===== src/rtl/bp_pkg.sv =====
`default_nettype none
// ============================================================================
//  Module      : bp_pkg
//  Description : Shared definitions for the branch predictor: prediction mode
//                encodings, direction-counter init values and PC index/tag
//                extraction helpers.
//  Revision    : 1.0  initial release
// ============================================================================
package bp_pkg;

    // Prediction mode encodings
    localparam int BP_STATIC_NT = 0;  // table trains, prediction forced not-taken
    localparam int BP_BIMODAL   = 1;  // prediction from counter MSB

    // Weakly-taken counter value: 2^(cnt_w-1)
    function automatic int unsigned bp_weak_taken(input int cnt_w);
        return 32'd1 << (cnt_w - 1);
    endfunction

    // Weakly-not-taken counter value: 2^(cnt_w-1)-1 (0 for a 1-bit counter)
    function automatic int unsigned bp_weak_not_taken(input int cnt_w);
        return (32'd1 << (cnt_w - 1)) - 32'd1;
    endfunction

    // Table index: pc[idx_w+1:2], zero-extended
    function automatic logic [31:0] bp_index(input logic [31:0] pc, input int idx_w);
        return (pc >> 2) & ((32'd1 << idx_w) - 32'd1);
    endfunction

    // Partial tag: pc[idx_w+1+tag_w:idx_w+2], zero-extended
    function automatic logic [31:0] bp_tag(input logic [31:0] pc, input int idx_w,
                                           input int tag_w);
        return (pc >> (idx_w + 2)) & ((32'd1 << tag_w) - 32'd1);
    endfunction

endpackage : bp_pkg
`default_nettype wire


===== src/rtl/bp_sat_counter.sv =====
`default_nettype none
// ============================================================================
//  Module      : bp_sat_counter
//  Description : Combinational next-value logic for a WIDTH-bit saturating
//                up/down counter with load. Load has priority; simultaneous
//                inc and dec cancel.
//  Ports       : cur      - current counter value
//                inc/dec  - step up / down, saturating at all-ones / zero
//                load     - replace with load_val
//                nxt      - next counter value
//  Revision    : 1.0  initial release
// ============================================================================
module bp_sat_counter #(
    parameter int WIDTH = 2
) (
    input  logic [WIDTH-1:0] cur,
    input  logic             inc,
    input  logic             dec,
    input  logic             load,
    input  logic [WIDTH-1:0] load_val,
    output logic [WIDTH-1:0] nxt
);

    always_comb begin
        nxt = cur;
        if (load) begin
            nxt = load_val;
        end else if (inc && !dec && (cur != {WIDTH{1'b1}})) begin
            nxt = cur + WIDTH'(1);
        end else if (dec && !inc && (cur != {WIDTH{1'b0}})) begin
            nxt = cur - WIDTH'(1);
        end
    end

endmodule : bp_sat_counter
`default_nettype wire


===== src/rtl/branch_predictor.sv =====
`default_nettype none
// ============================================================================
//  Module      : branch_predictor
//  Description : Direct-mapped branch target buffer with per-entry saturating
//                direction counters. Combinational lookup for IF, one resolved
//                update per cycle from EX, saturating branch/mispredict stats.
//  Ports       : clk_i, rst_i            - clock, synchronous active-high reset
//                pc_i                    - fetch PC for lookup
//                hit_o, pred_taken_o,
//                next_pc_o               - lookup result
//                upd_valid_i, upd_pc_i,
//                upd_taken_i, upd_target_i,
//                upd_pred_taken_i        - resolved-branch update
//                branch_cnt_o,
//                mispred_cnt_o           - saturating statistics
//  Revision    : 1.0  initial release
// ============================================================================
module branch_predictor
    import bp_pkg::*;
#(
    parameter int ENTRIES = 16,
    parameter int CNT_W   = 2,
    parameter int TAG_W   = 8,
    parameter int MODE    = BP_BIMODAL,
    parameter int STAT_W  = 16
) (
    input  logic              clk_i,
    input  logic              rst_i,
    input  logic [31:0]       pc_i,
    output logic              hit_o,
    output logic              pred_taken_o,
    output logic [31:0]       next_pc_o,
    input  logic              upd_valid_i,
    input  logic [31:0]       upd_pc_i,
    input  logic              upd_taken_i,
    input  logic [31:0]       upd_target_i,
    input  logic              upd_pred_taken_i,
    output logic [STAT_W-1:0] branch_cnt_o,
    output logic [STAT_W-1:0] mispred_cnt_o
);

    localparam int         IDX_W       = $clog2(ENTRIES);
    localparam bit         C_BIMODAL   = (MODE == BP_BIMODAL);
    localparam [CNT_W-1:0] C_WEAK_T    = CNT_W'(bp_weak_taken(CNT_W));
    localparam [CNT_W-1:0] C_WEAK_NT   = CNT_W'(bp_weak_not_taken(CNT_W));

    // Flip-flop table: read is asynchronous, so no RAM inference
    logic              r_valid  [ENTRIES];
    logic [TAG_W-1:0]  r_tag    [ENTRIES];
    logic [31:0]       r_target [ENTRIES];
    logic [CNT_W-1:0]  r_cnt    [ENTRIES];

    logic [STAT_W-1:0] r_branch_cnt;
    logic [STAT_W-1:0] r_mispred_cnt;

    // ---------------- lookup (reads pre-update state, no bypass) ----------
    logic [IDX_W-1:0]  w_lk_idx;
    logic [TAG_W-1:0]  w_lk_tag;

    assign w_lk_idx     = IDX_W'(bp_index(pc_i, IDX_W));
    assign w_lk_tag     = TAG_W'(bp_tag(pc_i, IDX_W, TAG_W));
    assign hit_o        = r_valid[w_lk_idx] && (r_tag[w_lk_idx] == w_lk_tag);
    assign pred_taken_o = hit_o && C_BIMODAL && r_cnt[w_lk_idx][CNT_W-1];
    assign next_pc_o    = pred_taken_o ? r_target[w_lk_idx] : (pc_i + 32'd4);

    // ---------------- update --------------------------------------------
    logic [IDX_W-1:0]  w_up_idx;
    logic [TAG_W-1:0]  w_up_tag;
    logic              w_up_hit;
    logic              w_wr_en;
    logic [CNT_W-1:0]  w_cnt_nxt;

    assign w_up_idx = IDX_W'(bp_index(upd_pc_i, IDX_W));
    assign w_up_tag = TAG_W'(bp_tag(upd_pc_i, IDX_W, TAG_W));
    assign w_up_hit = r_valid[w_up_idx] && (r_tag[w_up_idx] == w_up_tag);
    // A not-taken miss leaves the table untouched
    assign w_wr_en  = upd_valid_i && (w_up_hit || upd_taken_i);

    // Hit trains the counter; taken miss allocates at weakly-taken
    bp_sat_counter #(.WIDTH(CNT_W)) u_dir_cnt (
        .cur      (r_cnt[w_up_idx]),
        .inc      (w_up_hit && upd_taken_i),
        .dec      (w_up_hit && !upd_taken_i),
        .load     (!w_up_hit && upd_taken_i),
        .load_val (C_WEAK_T),
        .nxt      (w_cnt_nxt)
    );

    always_ff @(posedge clk_i) begin
        if (rst_i) begin
            for (int i = 0; i < ENTRIES; i++) begin
                r_valid[i]  <= 1'b0;
                r_tag[i]    <= '0;
                r_target[i] <= '0;
                r_cnt[i]    <= C_WEAK_NT;
            end
        end else if (w_wr_en) begin
            r_valid[w_up_idx] <= 1'b1;
            r_tag[w_up_idx]   <= w_up_tag;
            r_cnt[w_up_idx]   <= w_cnt_nxt;
            if (upd_taken_i) begin
                r_target[w_up_idx] <= upd_target_i;
            end
        end
    end

    // ---------------- statistics ----------------------------------------
    logic [STAT_W-1:0] w_branch_nxt;
    logic [STAT_W-1:0] w_mispred_nxt;

    bp_sat_counter #(.WIDTH(STAT_W)) u_branch_cnt (
        .cur      (r_branch_cnt),
        .inc      (upd_valid_i),
        .dec      (1'b0),
        .load     (1'b0),
        .load_val ({STAT_W{1'b0}}),
        .nxt      (w_branch_nxt)
    );

    bp_sat_counter #(.WIDTH(STAT_W)) u_mispred_cnt (
        .cur      (r_mispred_cnt),
        .inc      (upd_valid_i && (upd_taken_i != upd_pred_taken_i)),
        .dec      (1'b0),
        .load     (1'b0),
        .load_val ({STAT_W{1'b0}}),
        .nxt      (w_mispred_nxt)
    );

    always_ff @(posedge clk_i) begin
        if (rst_i) begin
            r_branch_cnt  <= '0;
            r_mispred_cnt <= '0;
        end else begin
            r_branch_cnt  <= w_branch_nxt;
            r_mispred_cnt <= w_mispred_nxt;
        end
    end

    assign branch_cnt_o  = r_branch_cnt;
    assign mispred_cnt_o = r_mispred_cnt;

endmodule : branch_predictor
`default_nettype wire


===== config.mk =====
export PLATFORM = sky130hd
export DESIGN_NAME = branch_predictor
export DESIGN_NICKNAME = d
export VERILOG_FILES = /design/src/rtl/bp_pkg.sv /design/src/rtl/bp_sat_counter.sv /design/src/rtl/branch_predictor.sv
export SDC_FILE = /design/constraint.sdc
export NUM_CORES = 1
export LEC_CHECK = 0
export ABC_AREA = 1
export BUFFER_PORTS_ARGS = -buffer_cell sky130_fd_sc_hd__clkbuf_2
export CAP_MARGIN = 40
export CORE_UTILIZATION = 58
export CTS_BUF_LIST = sky130_fd_sc_hd__clkbuf_4 sky130_fd_sc_hd__clkbuf_8
export DETAILED_ROUTE_END_ITERATION = 16
export PLACE_DENSITY = 0.81
export SLEW_MARGIN = 10
export SYNTH_ARGS = -nofsm -noshare
export SYNTH_HDL_FRONTEND = slang
export SYNTH_SLANG_ARGS = --single-unit

===== constraint.sdc =====
create_clock -name clk_i -period 2.9 [get_ports clk_i]
set_clock_uncertainty 0.1 [all_clocks]
set_input_delay 0.435 -clock clk_i [delete_from_list [all_inputs] [get_ports clk_i]]
set_output_delay 0.435 -clock clk_i [all_outputs]
set_load 0.01 [all_outputs]

==> results.py, run 1 <==
metrics = {
    "outcome": {
        "status": "finished with violations",
        "violations": "setup timing",
    },
    "flow_run": {
        "cap_violations": 0,
    },
    "critical_path": {
        "cp.buffers_inverters": 5,
        "worst-path-max-fanout": 5,
        "required_ns": 2.37,
        "timing.rr.end": "r_cnt[13][0]",
        "cp_cell_sequence": "inv_1, a21oi_1, o21ai_1, nand2_1, nand2_1, nand2_1, inv_2, nand2_2, nand2_2, nand2_1, nor2_2, nand2_1, nor2_2, buf_12, buf_4, nand4_1, nand2_1, buf_2",
        "worstSetupStartpointType": "register",
        "crit_family": "simple AND/OR/NAND/NOR gates",
        "reg2reg_from": "r_tag[4][2]",
        "rr_worst_depth": 19,
        "crit_top_cell": "nand2_1",
        "cp-end-kind": "primary output",
        "slowest_stage": "edfxtp_1",
        "path_class": "reg2out",
        "max_stage_delay_ns": 0.38,
        "r2r_setup_slack_ns": 0.16,
        "cp.arrival_ns": 3.19,
    },
    "die": {
        "start_util_pct": 58.67,
        "core-area_sq_mm": 0.05891,
        "die_h_microns": 246.1,
        "dieArea_sq_mm": 0.06057,
        "num_rows": 89,
        "pin_count": 167,
        "die_x_microns": 246.1,
    },
    "hold_path": {
        "hp-class": "in2reg",
        "whs_endpoint": "r_valid[0]",
        "holdPathStages": 2,
        "min_from": "rst_i",
    },
    "layout": {
        "layout.cells.most_common": "nor2_1",
        "area_growth_pct": 17.70,
        "drive_above_1_share_pct": 18.56,
        "final_cell_mix": "nor2_1, edfxtp_1, nand2_1",
        "nets": 4114,
    },
    "place": {
        "numPortBuffers": 146,
        "dp_hpwl_mm": 67.73,
        "gp_congestion": 0.9563,
    },
    "global_routing": {
        "antenna_found_initial": 4,
        "grt_usage_pct": 35.36,
        "grt_pass1_vias": 28450,
        "grt_pass1_wl_mm": 161.0,
        "grt_overflow": 0,
        "grt_max_degree": 94,
    },
    "sta": {
        "tns_ns": -23.29,
        "min_period_over_period_pct": 128.3,
        "rsz0062_at_grt": "true",
        "fmax_ghz": 0.2687,
        "maxSlewViolCount": 0,
        "setup_viol": 34,
        "hold_violations": 0,
        "period_needed_ns": 3.722,
        "timing.final.ws_setup_ns": -0.8220,
        "max-slew-margin-rel_pct": 53.60,
        "tightest_slew_ns": 0.6960,
    },
    "synth": {
        "ys_ff_latch": 720,
        "synthCells": 3731,
        "synth_cell_types": 43,
        "syn-num-nets": 3837,
        "yosysSeqAreaShare_pct": 61.17,
        "ys_warn_count": 0,
        "syn_area_per_cell_sq_um": 9.263,
        "synth_area_sq_mm": 0.03456,
    },
    "cts": {
        "clkTransAtPathRegs_ns": 0.07,
        "cts_tree": "yes",
        "htreeDepth": 3,
        "ctsHoldBuffers": 0,
        "clk_latency_ns": 0.75,
        "cts_buffers": 113,
        "root_buffer": "clkbuf_8",
        "clock_sinks": 720,
        "clk_path_buf_depth": 3,
    },
    "route": {
        "via_per_inst": 6.234,
        "ant_nets": 0,
        "wl_mm": 108.3,
        "dr.first_iter.drc_count": 4793,
        "wl_per_cell_microns": 22.26,
        "drc": 0,
        "vias": 30330,
        "dr.pass1.iters": 6,
    },
    "power": {
        "p_comb_share_pct": 11.6,
        "p_sw_share_pct": 26.07,
        "vdd.ir_drop.worst_mv": 0.4476,
        "p_per_area_mw_per_mm2": 571.4,
        "leakage_nw": 16.17,
        "clockPowerShare_pct": 36.7,
        "net-switching-power_mw": 6.060,
        "fin_total_pwr_mw": 23.24,
        "p_int_mw": 17.18,
        "seq_power_share_pct": 51.7,
    },
}
## per-stage QoR
| step | setup WS, ns | utilization, % | instance area (sq um) | hold slack [ns] | std cells |
|---|---|---|---|---|---|
| 2_1_floorplan | -0.02650 | - | 34590 | 0.3417 | 3731 |
| 3_3_place_gp | -0.4702 | 64.62 | 38070 | 0.3491 | 4653 |
| 3_5_place_dp | -0.4758 | 64.62 | 38070 | 0.3619 | 4653 |
| 4_1_cts | -0.6676 | 68.79 | 40520 | 0.03752 | 4859 |
| 5_1_grt | -0.9227 | 69.06 | 40680 | 0.08740 | 4865 |
| 6_report | -0.8220 | 69.06 | 40680 | 0.09850 | 4865 |
## registers in the layout, summed over array words and instances, names as in the netlist
register / cells
r_cnt: 32
r_target: 512
branch_cnt_o: 16
r_tag: 128
r_valid: 16
mispred_cnt_o: 16
## worst reg2reg max path, stage by stage, from the launching register on
cell and delay (ns):
edfxtp_1 0.40, buf_4 0.15, buf_4 0.12, nand2_1 0.05, nand2_1 0.05, nand2_1 0.05, nand2_1 0.05, nand2_1 0.05
nand2_1 0.07, o21ai_1 0.13, nand2_1 0.07, nor2_2 0.12, nand2_1 0.07, nor2_2 0.08, buf_4 0.17, nand2_4 0.12
nand2_8 0.14, nand4_1 0.17, nand2_2 0.15, buf_4 0.14
## routing by layer
metal	wire length (microns)	track usage (%)
met4	5290	18.40
met5	18	0
met2	48300	53.76
met1	38160	46.56
met3	16550	9.510
## worst max-delay path by stage
stage | start | end | slack (ns) | cells past startpoint
final | r_tag[12][1] | next_pc_o[15] | -0.82 | 18
after global routing | r_tag[4][2] | next_pc_o[8] | -0.92 | 17
after CTS | r_tag[4][2] | next_pc_o[15] | -0.67 | 15
after detailed placement | pc_i[2] | next_pc_o[8] | -0.48 | 11
after global placement | pc_i[2] | next_pc_o[8] | -0.47 | 11
after floorplan | pc_i[2] | next_pc_o[11] | -0.03 | 13
## power by group through the flow
stage               clock network, mW  logic [mW]  registers [mW]
global placement                    0        2.47            12.2
finish                           8.53        2.69            12.0
global route                     8.97        2.84            12.1
detailed placement                  0        2.51            12.2
CTS                              8.53        2.57            12.0
floorplan                           0        1.38            12.2
## cells by family after synthesis
group                    count (synthesis)  share of synthesized area, %
adder cells (fa/ha/maj)                  5                        0.1810
XOR/XNOR                                31                        0.7856
buffers and inverters                  461                         5.383
AO/OA/AOI/OAI                          653                         10.77
flip-flops                             720                         61.17
AND/OR/NAND/NOR                       1861                         21.71
## cell usage after synthesis
master	count	area, sq um
inv_1	161	604.3
nor2_1	1009	3787
nand4_1	62	387.9
a31oi_1	2	12.51
nor2_4	1	11.26
nand4_2	10	125.1
nor2_2	12	75.07
ha_1	5	62.56
a32o_1	1	10.01
nand2_4	1	11.26
or2_2	3	18.77
and3_1	3	18.77
a221oi_1	3	26.28
o21a_1	1	7.510
edfxtp_1	672	20180
xnor2_1	7	61.31
dfxtp_1	48	960.9
o221ai_1	52	455.4
a21oi_1	76	380.4
clkinv_1	10	37.54
o21bai_1	1	7.510
a21boi_2	1	11.26
nor4_1	2	12.51
buf_6	7	78.83
nand2_1	605	2271
xor2_1	24	210.2
o21ai_0	375	1877
nor3_1	23	115.1
clkbuf_1	222	833.3
buf_4	7	52.55
o211ai_1	26	195.2
a211oi_1	3	22.52
nand2_2	1	6.260
a22oi_1	17	127.6
nor3b_1	6	45.04
buf_1	9	33.78
o22ai_1	86	538.0
nand3_1	122	610.6
a211oi_2	1	12.51
buf_2	41	205.2
inv_2	4	15.01
o21ai_1	8	40.04
nand3b_1	1	7.510
## final cells by class
class                      instances  area (sq um)
clock inverter                    43         339.1
clock buffer                     153          1862
fill                            4156         18230
multi-input combinational       2551         11950
tap                              773         967.2
sequential                       720         21140
antenna                            3         7.507
timing repair buffer             447          3750
inverter                         175         666.9
## repair_timing
item,CTS,global route
setup endpoints to repair,34,210
buffers inserted,9,2
pin swaps,21,15
cloned,1,1
endpoints found under the hold margin,0,0
gates resized for setup,52,40
No activity file was read; power rests on OpenSTA's default activity.
==> inputs of run 2 (changes only) <==
--- a/config.mk
+++ b/config.mk
@@ -8,10 +8,11 @@
 export ABC_AREA = 1
 export BUFFER_PORTS_ARGS = -buffer_cell sky130_fd_sc_hd__clkbuf_2
 export CAP_MARGIN = 40
-export CORE_UTILIZATION = 58
+export CORE_MARGIN = 2
+export CORE_UTILIZATION = 45
 export CTS_BUF_LIST = sky130_fd_sc_hd__clkbuf_4 sky130_fd_sc_hd__clkbuf_8
 export DETAILED_ROUTE_END_ITERATION = 16
-export PLACE_DENSITY = 0.81
+export PLACE_DENSITY = 0.66
 export SLEW_MARGIN = 10
 export SYNTH_ARGS = -nofsm -noshare
 export SYNTH_HDL_FRONTEND = slang
==> run 2 against run 1 <==
The run still ends with setup timing left. Largest cell class unchanged. Via count is 3.0% lower. Count of clock-buffer cells in the layout is 1 higher. Sequential power barely moved.
==> results.py, run 2 (synthesis results as in run 1) <==
metrics = {
    "layout": {
        "top_register": "r_target",
        "fill_cells": 6667,
        "area_growth_pct": 19.99,
        "nets": 4127,
        "largestRegisters": "r_target (512), r_tag (128), r_cnt (32)",
        "largest_reg_flops": 512,
        "drive_above_1_share_pct": 19.14,
        "layout.cells.most_common": "nor2_1",
        "fin_util_pct": 54.60,
        "final_cell_mix": "nor2_1, edfxtp_1, nand2_1",
    },
    "die": {
        "die_h_microns": 281.1,
        "start_util_pct": 45.51,
        "pin_count": 167,
        "dieArea_sq_mm": 0.07904,
        "core-area_sq_mm": 0.07595,
        "die_x_microns": 281.1,
        "num_rows": 101,
    },
    "critical_path": {
        "cp-end-kind": "primary output",
        "worstSetupStartpointType": "register",
        "timing.rr.end": "r_cnt[0][1]",
        "cp.arrival_ns": 3.02,
        "rr_worst_depth": 16,
        "worst-path-max-fanout": 7,
        "required_ns": 2.37,
        "reg2reg_from": "r_tag[4][7]",
        "path_class": "reg2out",
        "r2r_setup_slack_ns": 0.20,
    },
    "sta": {
        "max-slew-margin-rel_pct": 49.93,
        "maxSlewViolCount": 0,
        "hold_violations": 0,
        "period_needed_ns": 3.550,
        "min_period_over_period_pct": 122.4,
        "finalHoldWorstSlack_ns": 0.06584,
        "tightest_slew_ns": 0.7503,
        "setup_viol": 34,
        "timing.final.ws_setup_ns": -0.6501,
        "fmax_ghz": 0.2817,
        "rsz0062_at_grt": "true",
        "tns_ns": -19.10,
    },
    "global_routing": {
        "grt_pass1_vias": 27720,
        "antenna_found_initial": 4,
        "grt_usage_pct": 28.04,
        "grt_overflow": 0,
        "grt_pass1_wl_mm": 167.1,
        "grt_max_degree": 93,
    },
    "hold_path": {
        "holdPathStages": 2,
        "hp-class": "in2reg",
        "min_from": "rst_i",
        "whs_endpoint": "r_valid[5]",
    },
    "cts": {
        "clk_latency_ns": 0.75,
        "clock_sinks": 720,
        "clkTransAtPathRegs_ns": 0.06,
        "cts_tree": "yes",
        "clk_path_buf_depth": 3,
        "root_buffer": "clkbuf_8",
        "cts_buffers": 115,
        "htreeDepth": 3,
    },
    "power": {
        "fin_total_pwr_mw": 23.61,
        "p_per_area_mw_per_mm2": 569.4,
        "leakage_nw": 16.36,
        "vdd.ir_drop.worst_mv": 0.3813,
    },
    "outcome": {
        "status": "finished with violations",
        "violations": "setup timing",
    },
    "place": {
        "numPortBuffers": 146,
        "gp_congestion": 0.8902,
        "dp_hpwl_mm": 71.78,
    },
    "route": {
        "via_per_inst": 5.707,
        "wl_mm": 112.1,
        "dr.pass1.iters": 6,
        "ant_nets": 0,
        "drc": 0,
        "vias": 29420,
        "dr.first_iter.drc_count": 3462,
        "wl_per_cell_microns": 21.74,
    },
    "flow_run": {
        "cap_violations": 0,
    },
}
run 2: area by class of cell:
type                            count  area, sq um  share of cell area (%)
Clock buffer                      154         1876                   4.523
Antenna cell                        3        7.507                 0.01810
Sequential cell                   720        21140                   50.98
Clock inverter                     64        447.9                   1.080
Tap cell                         1030         1289                   3.108
Timing Repair Buffer              459         4048                   9.760
Inverter                          175        666.9                   1.608
Multi-Input combinational cell   2550        12000                   28.92
run 2: stage by stage:
step,worst slack [ns],instance area [sq um],cells
CTS,-0.6475,41210,5150
global placement,-0.4573,38710,4927
floorplan,-0.02650,34590,3731
global route,-0.8204,41470,5154
detailed placement,-0.5026,38710,4927
finish,-0.6501,41470,5155
run 2: layer usage:
metal | up-vias | share of wire (%) | global-route usage (%) | wire length (microns)
met5 | - | 0.0098 | 0 | 11
met4 | 2 | 3.2 | 10.16 | 3580
met3 | 231 | 11 | 5.844 | 12790
met2 | 1688 | 45 | 43.72 | 50620
met1 | 14130 | 40 | 38.74 | 45080
li1 | 13370 | - | - | -
run 2: worst max path at each step:
stage / endpoint / slack [ns] / cells past startpoint / from
6_report: next_pc_o[1] / -0.65 / 17 / r_tag[4][2]
5_1_grt: next_pc_o[0] / -0.82 / 16 / r_tag[2][4]
4_1_cts: next_pc_o[1] / -0.65 / 14 / r_tag[2][4]
3_5_place_dp: next_pc_o[25] / -0.50 / 17 / pc_i[4]
3_3_place_gp: next_pc_o[25] / -0.46 / 17 / pc_i[4]
2_1_floorplan: next_pc_o[11] / -0.03 / 13 / pc_i[2]
run 2: critical path, cell delays in order (launching register included):
cell,delay [ns]
edfxtp_1,0.41
nor2_1,0.12
nor2_1,0.04
o21ai_0,0.07
o211ai_1,0.14
nand3_1,0.12
nand3_2,0.09
xor2_1,0.16
nor2_1,0.09
nand2_1,0.10
nor2_4,0.14
buf_12,0.14
nand3_4,0.13
buf_12,0.19
buf_6,0.12
nand2_2,0.04
nand2_1,0.04
buf_2,0.14
run 2: where the power goes:
group	switching (mW)	total (mW)	internal [mW]
combinational	1.83	2.77	0.943
clock	4.21	8.83	4.62
sequential	0.166	12.0	11.8
run 2: what timing repair did:
| action | 4_1_cts | 5_1_grt |
|---|---|---|
| gates cloned | 2 | 1 |
| setup buffers | 3 | 2 |
| setup endpoints to repair | 34 | 357 |
| pin swaps | 21 | 24 |
| hold buffers | 0 | 0 |
| resized for setup | 52 | 96 |
